===== src/rtl/i2c_req_arbiter_if.sv =====
// Bundle between the requester FSMs, the arbiter and the shared I2C master.
//   req_*        : per-requester request fields (packed, requester i at slice i)
//   req_busy/done/err/overrun, rd_data : per-requester status back to requesters
//   I2C_*        : command to / status from the single I2C master
// slave modport : the arbiter's view.  master modport : the driver side.
interface i2c_req_arbiter_if #(
  parameter int NREQ = 3
);
  logic [7*NREQ-1:0]  req_addr;
  logic [16*NREQ-1:0] req_data;
  logic [NREQ-1:0]    req_bytes;
  logic [NREQ-1:0]    req_r_w;
  logic [NREQ-1:0]    req_load;
  logic [NREQ-1:0]    req_busy;
  logic [NREQ-1:0]    req_done;
  logic [NREQ-1:0]    req_err;
  logic [NREQ-1:0]    req_overrun;
  logic [15:0]        rd_data;
  logic [6:0]         I2C_addr;
  logic [15:0]        I2C_data;
  logic               I2C_bytes;
  logic               I2C_r_w;
  logic               I2C_load;
  logic               I2C_busy;
  logic               I2C_data_ready;
  logic [15:0]        I2C_rd_data;

  modport slave (
    input  req_addr, req_data, req_bytes, req_r_w, req_load,
    input  I2C_busy, I2C_data_ready, I2C_rd_data,
    output req_busy, req_done, req_err, req_overrun, rd_data,
    output I2C_addr, I2C_data, I2C_bytes, I2C_r_w, I2C_load
  );

  modport master (
    output req_addr, req_data, req_bytes, req_r_w, req_load,
    output I2C_busy, I2C_data_ready, I2C_rd_data,
    input  req_busy, req_done, req_err, req_overrun, rd_data,
    input  I2C_addr, I2C_data, I2C_bytes, I2C_r_w, I2C_load
  );
endinterface


===== src/rtl/i2c_req_arbiter.sv =====
// Round-robin arbiter sharing one I2C master between NREQ requesters.
// Each requester strobes req_load; the request is latched into a per-lane
// holding register, granted in rotation, issued to the master with a
// one-cycle I2C_load, and completed with a one-cycle req_done (+req_err on
// timeout). Read data is returned on rd_data in the req_done cycle.
//   clk, rst_n : clock, async active-low reset
//   bus        : i2c_req_arbiter_if.slave (requester and master signals)

// Per-requester capture lane: holding register, pending flag, overrun pulse.
module i2c_req_lane (
  input  logic        clk,
  input  logic        rst_n,
  input  logic        load,
  input  logic [6:0]  addr,
  input  logic [15:0] data,
  input  logic        bytes,
  input  logic        r_w,
  input  logic        busy,
  input  logic        grant,
  output logic        pending,
  output logic        overrun,
  output logic [6:0]  h_addr,
  output logic [15:0] h_data,
  output logic        h_bytes,
  output logic        h_r_w
);
  always_ff @(posedge clk or negedge rst_n) begin
    if (!rst_n) begin
      pending <= 1'b0;
      overrun <= 1'b0;
      h_addr  <= '0;
      h_data  <= '0;
      h_bytes <= 1'b0;
      h_r_w   <= 1'b0;
    end else begin
      overrun <= load & busy;
      // grant only hits a pending lane, whose busy blocks a new capture
      if (load && !busy) begin
        pending <= 1'b1;
        h_addr  <= addr;
        h_data  <= data;
        h_bytes <= bytes;
        h_r_w   <= r_w;
      end else if (grant) begin
        pending <= 1'b0;
      end
    end
  end
endmodule

module i2c_req_arbiter #(
  parameter int NREQ          = 3,
  parameter int START_TIMEOUT = 255,
  parameter int DONE_TIMEOUT  = 65535
) (
  input logic            clk,
  input logic            rst_n,
  i2c_req_arbiter_if.slave bus
);
  localparam int GW   = (NREQ > 1) ? $clog2(NREQ) : 1;
  localparam int TMAX = (START_TIMEOUT > DONE_TIMEOUT) ? START_TIMEOUT : DONE_TIMEOUT;
  localparam int TW   = $clog2(TMAX + 1);
  localparam logic [TW-1:0] ST_LIM = TW'(START_TIMEOUT);
  localparam logic [TW-1:0] DN_LIM = TW'(DONE_TIMEOUT);

  localparam logic [2:0] S_IDLE      = 3'd0;
  localparam logic [2:0] S_ISSUE     = 3'd1;
  localparam logic [2:0] S_WAIT_BUSY = 3'd2;
  localparam logic [2:0] S_WAIT_DONE = 3'd3;
  localparam logic [2:0] S_COMPLETE  = 3'd4;

  logic [2:0]                 state;
  logic [TW-1:0]              timer;
  logic                       err_flag;
  logic [NREQ-1:0]            pending, in_service, busy, grant_vec, overrun;
  logic [NREQ-1:0][6:0]       h_addr;
  logic [NREQ-1:0][15:0]      h_data;
  logic [NREQ-1:0]            h_bytes, h_r_w;
  logic [GW-1:0]              last_grant, win;
  logic                       win_vld;
  logic [15:0]                rd_hold, rd_q;
  logic                       rd_got;
  logic [6:0]                 i2c_addr_q;
  logic [15:0]                i2c_data_q;
  logic                       i2c_bytes_q, i2c_r_w_q, i2c_load_q;

  assign busy = pending | in_service;

  for (genvar i = 0; i < NREQ; i++) begin : g_lane
    i2c_req_lane u_lane (
      .clk     (clk),
      .rst_n   (rst_n),
      .load    (bus.req_load[i]),
      .addr    (bus.req_addr[7*i +: 7]),
      .data    (bus.req_data[16*i +: 16]),
      .bytes   (bus.req_bytes[i]),
      .r_w     (bus.req_r_w[i]),
      .busy    (busy[i]),
      .grant   (grant_vec[i]),
      .pending (pending[i]),
      .overrun (overrun[i]),
      .h_addr  (h_addr[i]),
      .h_data  (h_data[i]),
      .h_bytes (h_bytes[i]),
      .h_r_w   (h_r_w[i])
    );
  end

  // k-th candidate in rotation order starting just after the last grant
  function automatic logic [GW-1:0] rr_idx(input logic [GW-1:0] last, input int k);
    int s;
    s = int'(last) + 1 + k;
    if (s >= NREQ) s = s - NREQ;
    return GW'(s);
  endfunction

  // Walk candidates from lowest priority to highest so the highest wins.
  always_comb begin
    win     = '0;
    win_vld = 1'b0;
    for (int k = NREQ - 1; k >= 0; k--) begin
      if (pending[rr_idx(last_grant, k)]) begin
        win     = rr_idx(last_grant, k);
        win_vld = 1'b1;
      end
    end
  end

  always_comb begin
    grant_vec = '0;
    if (state == S_IDLE && win_vld) grant_vec[win] = 1'b1;
  end

  always_ff @(posedge clk or negedge rst_n) begin
    if (!rst_n) begin
      state       <= S_IDLE;
      timer       <= '0;
      err_flag    <= 1'b0;
      in_service  <= '0;
      last_grant  <= GW'(NREQ - 1);
      rd_hold     <= '0;
      rd_got      <= 1'b0;
      rd_q        <= '0;
      i2c_addr_q  <= '0;
      i2c_data_q  <= '0;
      i2c_bytes_q <= 1'b0;
      i2c_r_w_q   <= 1'b0;
      i2c_load_q  <= 1'b0;
    end else begin
      case (state)
        S_IDLE: begin
          if (win_vld) begin
            i2c_addr_q      <= h_addr[win];
            i2c_data_q      <= h_data[win];
            i2c_bytes_q     <= h_bytes[win];
            i2c_r_w_q       <= h_r_w[win];
            i2c_load_q      <= 1'b1;
            in_service[win] <= 1'b1;
            last_grant      <= win;
            err_flag        <= 1'b0;
            rd_got          <= 1'b0;
            state           <= S_ISSUE;
          end
        end
        S_ISSUE: begin
          i2c_load_q <= 1'b0;
          timer      <= '0;
          state      <= S_WAIT_BUSY;
        end
        S_WAIT_BUSY: begin
          if (bus.I2C_busy) begin
            timer <= '0;
            state <= S_WAIT_DONE;
          end else if (timer == ST_LIM) begin
            err_flag <= 1'b1;
            state    <= S_COMPLETE;
          end else begin
            timer <= timer + 1'b1;
          end
        end
        S_WAIT_DONE: begin
          if (bus.I2C_data_ready && i2c_r_w_q) begin
            rd_hold <= bus.I2C_rd_data;
            rd_got  <= 1'b1;
          end
          if (!bus.I2C_busy) begin
            // Read data reaches rd_data only on a clean completion, so a
            // timed-out read leaves the previous value in place.
            if (i2c_r_w_q) begin
              if (bus.I2C_data_ready) rd_q <= bus.I2C_rd_data;
              else if (rd_got)        rd_q <= rd_hold;
            end
            state <= S_COMPLETE;
          end else if (timer == DN_LIM) begin
            err_flag <= 1'b1;
            state    <= S_COMPLETE;
          end else begin
            timer <= timer + 1'b1;
          end
        end
        S_COMPLETE: begin
          in_service <= '0;
          state      <= S_IDLE;
        end
        default: state <= S_IDLE;
      endcase
    end
  end

  // in_service is one-hot (the owner) for the whole transaction
  assign bus.req_busy    = busy;
  assign bus.req_done    = in_service & {NREQ{state == S_COMPLETE}};
  assign bus.req_err     = in_service & {NREQ{(state == S_COMPLETE) && err_flag}};
  assign bus.req_overrun = overrun;
  assign bus.rd_data     = rd_q;
  assign bus.I2C_addr    = i2c_addr_q;
  assign bus.I2C_data    = i2c_data_q;
  assign bus.I2C_bytes   = i2c_bytes_q;
  assign bus.I2C_r_w     = i2c_r_w_q;
  assign bus.I2C_load    = i2c_load_q;
endmodule


===== src/flat_wrapper.sv =====
// flat-port wrapper written by rule: the top's interface ports become plain ports
module i2c_req_arbiter_flat 
#(
  parameter int NREQ          = 3,
  parameter int START_TIMEOUT = 255,
  parameter int DONE_TIMEOUT  = 65535
)
  (clk, rst_n, bus_req_addr, bus_req_data, bus_req_bytes, bus_req_r_w, bus_req_load, bus_I2C_busy, bus_I2C_data_ready, bus_I2C_rd_data, bus_req_busy, bus_req_done, bus_req_err, bus_req_overrun, bus_rd_data, bus_I2C_addr, bus_I2C_data, bus_I2C_bytes, bus_I2C_r_w, bus_I2C_load);
  i2c_req_arbiter_if #(.NREQ(NREQ)) bus_i ();
  input logic clk;
  input logic rst_n;
  input wire logic [$bits(bus_i.req_addr)-1:0] bus_req_addr;
  input wire logic [$bits(bus_i.req_data)-1:0] bus_req_data;
  input wire logic [$bits(bus_i.req_bytes)-1:0] bus_req_bytes;
  input wire logic [$bits(bus_i.req_r_w)-1:0] bus_req_r_w;
  input wire logic [$bits(bus_i.req_load)-1:0] bus_req_load;
  input wire logic [$bits(bus_i.I2C_busy)-1:0] bus_I2C_busy;
  input wire logic [$bits(bus_i.I2C_data_ready)-1:0] bus_I2C_data_ready;
  input wire logic [$bits(bus_i.I2C_rd_data)-1:0] bus_I2C_rd_data;
  output wire logic [$bits(bus_i.req_busy)-1:0] bus_req_busy;
  output wire logic [$bits(bus_i.req_done)-1:0] bus_req_done;
  output wire logic [$bits(bus_i.req_err)-1:0] bus_req_err;
  output wire logic [$bits(bus_i.req_overrun)-1:0] bus_req_overrun;
  output wire logic [$bits(bus_i.rd_data)-1:0] bus_rd_data;
  output wire logic [$bits(bus_i.I2C_addr)-1:0] bus_I2C_addr;
  output wire logic [$bits(bus_i.I2C_data)-1:0] bus_I2C_data;
  output wire logic [$bits(bus_i.I2C_bytes)-1:0] bus_I2C_bytes;
  output wire logic [$bits(bus_i.I2C_r_w)-1:0] bus_I2C_r_w;
  output wire logic [$bits(bus_i.I2C_load)-1:0] bus_I2C_load;
  assign bus_i.req_addr = bus_req_addr;
  assign bus_i.req_data = bus_req_data;
  assign bus_i.req_bytes = bus_req_bytes;
  assign bus_i.req_r_w = bus_req_r_w;
  assign bus_i.req_load = bus_req_load;
  assign bus_i.I2C_busy = bus_I2C_busy;
  assign bus_i.I2C_data_ready = bus_I2C_data_ready;
  assign bus_i.I2C_rd_data = bus_I2C_rd_data;
  assign bus_req_busy = bus_i.req_busy;
  assign bus_req_done = bus_i.req_done;
  assign bus_req_err = bus_i.req_err;
  assign bus_req_overrun = bus_i.req_overrun;
  assign bus_rd_data = bus_i.rd_data;
  assign bus_I2C_addr = bus_i.I2C_addr;
  assign bus_I2C_data = bus_i.I2C_data;
  assign bus_I2C_bytes = bus_i.I2C_bytes;
  assign bus_I2C_r_w = bus_i.I2C_r_w;
  assign bus_I2C_load = bus_i.I2C_load;
  i2c_req_arbiter #(.NREQ(NREQ), .START_TIMEOUT(START_TIMEOUT), .DONE_TIMEOUT(DONE_TIMEOUT)) u_core (.clk(clk), .rst_n(rst_n), .bus(bus_i));
endmodule

===== config.mk =====
export PLATFORM = sky130hd
export DESIGN_NAME = i2c_req_arbiter_flat
export DESIGN_NICKNAME = d
export VERILOG_FILES = /design/src/rtl/i2c_req_arbiter_if.sv /design/src/rtl/i2c_req_arbiter.sv /design/src/flat_wrapper.sv
export SDC_FILE = /design/constraint.sdc
export NUM_CORES = 1
export LEC_CHECK = 0
export CORE_MARGIN = 5
export CORE_UTILIZATION = 56
export CTS_CLUSTER_SIZE = 10
export DETAILED_ROUTE_END_ITERATION = 8
export GPL_ROUTABILITY_DRIVEN = 0
export GPL_TIMING_DRIVEN = 1
export PLACE_DENSITY = 0.95
export SLEW_MARGIN = 10
export SYNTH_ARGS = -nofsm -noshare
export SYNTH_HDL_FRONTEND = slang
export SYNTH_SLANG_ARGS = --single-unit
export TNS_END_PERCENT = 20

===== constraint.sdc =====
create_clock -name clk -period 4.1 [get_ports clk]
set_clock_uncertainty 0.1 [all_clocks]
set_input_delay 0.615 -clock clk [delete_from_list [all_inputs] [get_ports clk]]
set_output_delay 0.615 -clock clk [all_outputs]
set_load 0.005 [all_outputs]

==> flow_summary.ini <==
[global_route]
gr-usage-met1_pct = 29.1
grt_overflow = 0
grt_pass1_wl_um = 31300
use_met2_pct = 42.1
antenna_found_initial = 0
grt_pass1_vias = 6195
grt_max_degree = 75
use_met3_pct = 8.09
grt_usage_pct = 24.7
grt_busiest_layer = met2

[placed_design]
io_buffers = 151
dp_hpwl_um = 12800
pre_cts_ws_ps = 1010

[sta]
worst_slew_pin_slew_ps = 900
fin_tns_setup_ps = 0
setup_viol = 0
post-route-period-util_pct = 79.6
drv_slew = 0
holdWs_ps = 94.0
rsz0062_at_grt = no
slew_headroom_pct = 40.0
finalHoldViolCount = 0
period_needed_ps = 3260
timing.fmax_mhz = 306
setup_ws_ps = 836

[clock_tree]
clkLatencyLatePin_ps = 430
clock-sinks = 165
holdBufCountCts = 0
cts_resized = 0
cts_root_buf = clkbuf_16
post-cts-setup-buffers = 0
cts_buffer_depth = 2
htree_levels = 4
cts_buffers = 17
cts_tree = done
clkTransAtPathRegs_ps = 70

[floorplanning]
fp.dieH_um = 126
num_rows = 42
die_w_um = 126
die_area_mm2 = 0.0159
start_util_pct = 57.0
coreArea_mm2 = 0.0132
ios = 152

[drt]
routed_via_density = 5.74
wirelength_um = 19300
drtIter0Drc = 345
drc = 0
ant_nets = 0
vias = 5764
drt_first_pass_iters = 5
wl_per_cell_um = 19.2

[yosys]
postSynthCellCount = 676
yosysWarnings = 0
ys_seq_area_share_pct = 54.8
syn-mean-instance-area_um2 = 11.2
synth_seq_cells = 165
synthArstFlopShare_pct = 100
syn_nets = 779
synth_cell_types = 52
ys.flop_type = dfrtp_1
netlist_area_mm2 = 0.00754
synth_edf_count = 0

[power]
seqPwrFrac_pct = 37.4
switching_share_pct = 36.0
power.switching_w = 0.00276
power.density_mw_per_mm2 = 787
internal_power_w = 0.00491
irDropWorstVdd_v = 0.000470
power.leakage_nw = 4.24
clkPwrFrac_pct = 21.2
p_comb_share_pct = 41.4

[critical_path]
crit_fanout = 31
crit_required_ps = 4320
cpMaxStageDelayCell = dfstp_2
critPathArrivalTime_ps = 3480
cpLargestDelayFamily = simple AND/OR/NAND/NOR gates
worstSetupStartpointType = flip-flop
path_buf_inv = 2
crit_type = flip-flop to flip-flop
critPathMaxStageDelay_ps = 560
end_kind = flip-flop
path_cells = inv_1 -> ha_1 -> or3b_1 -> a21oi_1 -> o221ai_2 -> nand3_2 -> buf_4 -> nand2_1 -> o31ai_1

[flow_run]
maxCapViolCount = 0

[final_layout]
nets = 919
area_growth_pct = 29.2
n_antenna_cell = 0
drive_above_1_share_pct = 18.6

[run_status]
status = finished clean

[min_path]
min-delay-path-class = primary input to async pin
## cells in the mapped netlist (7+ instances only)
| cell type | count | share of area [%] |
|---|---|---|
| a21oi_1 | 25 | 1.7 |
| and3_1 | 33 | 2.7 |
| buf_2 | 18 | 1.2 |
| buf_4 | 14 | 1.4 |
| clkbuf_1 | 8 | 0.40 |
| dfrtp_1 | 164 | 54 |
| inv_1 | 11 | 0.55 |
| mux2_2 | 91 | 14 |
| mux2i_1 | 18 | 2.4 |
| nand2_1 | 94 | 4.7 |
| nand3_1 | 7 | 0.46 |
| nor2_1 | 61 | 3.0 |
| o21ai_0 | 13 | 0.86 |
| o21ai_1 | 9 | 0.60 |
| o31ai_1 | 34 | 3.4 |
## cell usage in the layout, fill, tap and decap left out, types with 4 or more instances in the layout
master and n:
a21oi_1 25, and2_1 4, and3_1 33, buf_4 10
clkbuf_16 17, clkdlybuf4s50_1 150, clkinv_4 6, dfrtp_1 164
ha_1 5, inv_1 11, mux2_2 91, mux2i_1 18
nand2_1 94, nand2b_1 5, nand3_1 7, nand4_1 6
nor2_1 61, nor2_2 4, nor2b_1 5, o21ai_0 13
o21ai_1 9, o31ai_1 34
## metrics by stage
| stage | utilization (%) | total power, W | instance area (µm²) | std cells |
|---|---|---|---|---|
| after floorplan | - | 0.00488 | 7540 | 676 |
| after global placement | 69.0 | 0.00578 | 9140 | 973 |
| after detailed placement | 69.0 | 0.00598 | 9140 | 973 |
| after CTS | 73.6 | 0.00769 | 9740 | 1005 |
| after global routing | 73.6 | 0.00814 | 9740 | 1005 |
| final | 73.6 | 0.00767 | 9740 | 1005 |
## registers in the layout (all words and copies together), names as in the netlist, 7 cells and up
name                         cells
u_core.bus.rd_data              16
u_core.bus.I2C_data             16
u_core.g_lane.u_lane.h_data     48
u_core.g_lane.u_lane.h_addr     21
u_core.rd_hold                  16
u_core.timer                    16
u_core.bus.I2C_addr              7
## layout make-up
cell class	count	area, µm²
clock inverter	11	153
tap	176	220
inverter	11	41.3
fill	816	3500
clock buffer	21	450
multi-input combinational	459	3140
timing repair buffer	162	1610
sequential	165	4130
## kinds of logic after synthesis
| kind of cell | synth area share [%] |
|---|---|
| adder cells (fa/ha/maj) | 0.829 |
| buffers and inverters | 3.68 |
| multiplexers | 16.0 |
| AO/OA/AOI/OAI | 10.0 |
| AND/OR/NAND/NOR | 14.8 |
| flip-flops | 54.8 |
## path summary, 6_finish.rpt
path,cells after the start,end,from,slack [ps]
worst max-delay path,9,u_core.bus.I2C_data[6],u_core.last_grant[1],840
worst min-delay path,1,u_core.rd_hold[4],rst_n,90
worst max register to register,9,u_core.bus.I2C_data[6],u_core.last_grant[1],840
worst min register to register,2,u_core.bus.I2C_addr[5],u_core.bus.I2C_addr[5],390
max in group asynchronous,2,u_core.bus.rd_data[15],rst_n,2830
min in group clk,2,u_core.bus.I2C_addr[5],u_core.bus.I2C_addr[5],390
## power by group through the flow
stage	clock (W)	combinational (W)	sequential, W
2_1_floorplan	0	0.00216	0.00272
3_3_place_gp	0	0.00297	0.00282
3_5_place_dp	0	0.00313	0.00286
4_1_cts	0.00165	0.00319	0.00286
5_1_grt	0.00171	0.00347	0.00296
6_report	0.00162	0.00317	0.00287
## routing by layer
metal	share of wire, %	up-vias	wire [µm]
li1	-	2650	-
met1	39	2828	7450
met2	51	243	9810
met3	8.5	43	1650
met4	2.2	0	420
met5	0	-	0
Note: power is estimated with default switching activity, not from simulation.
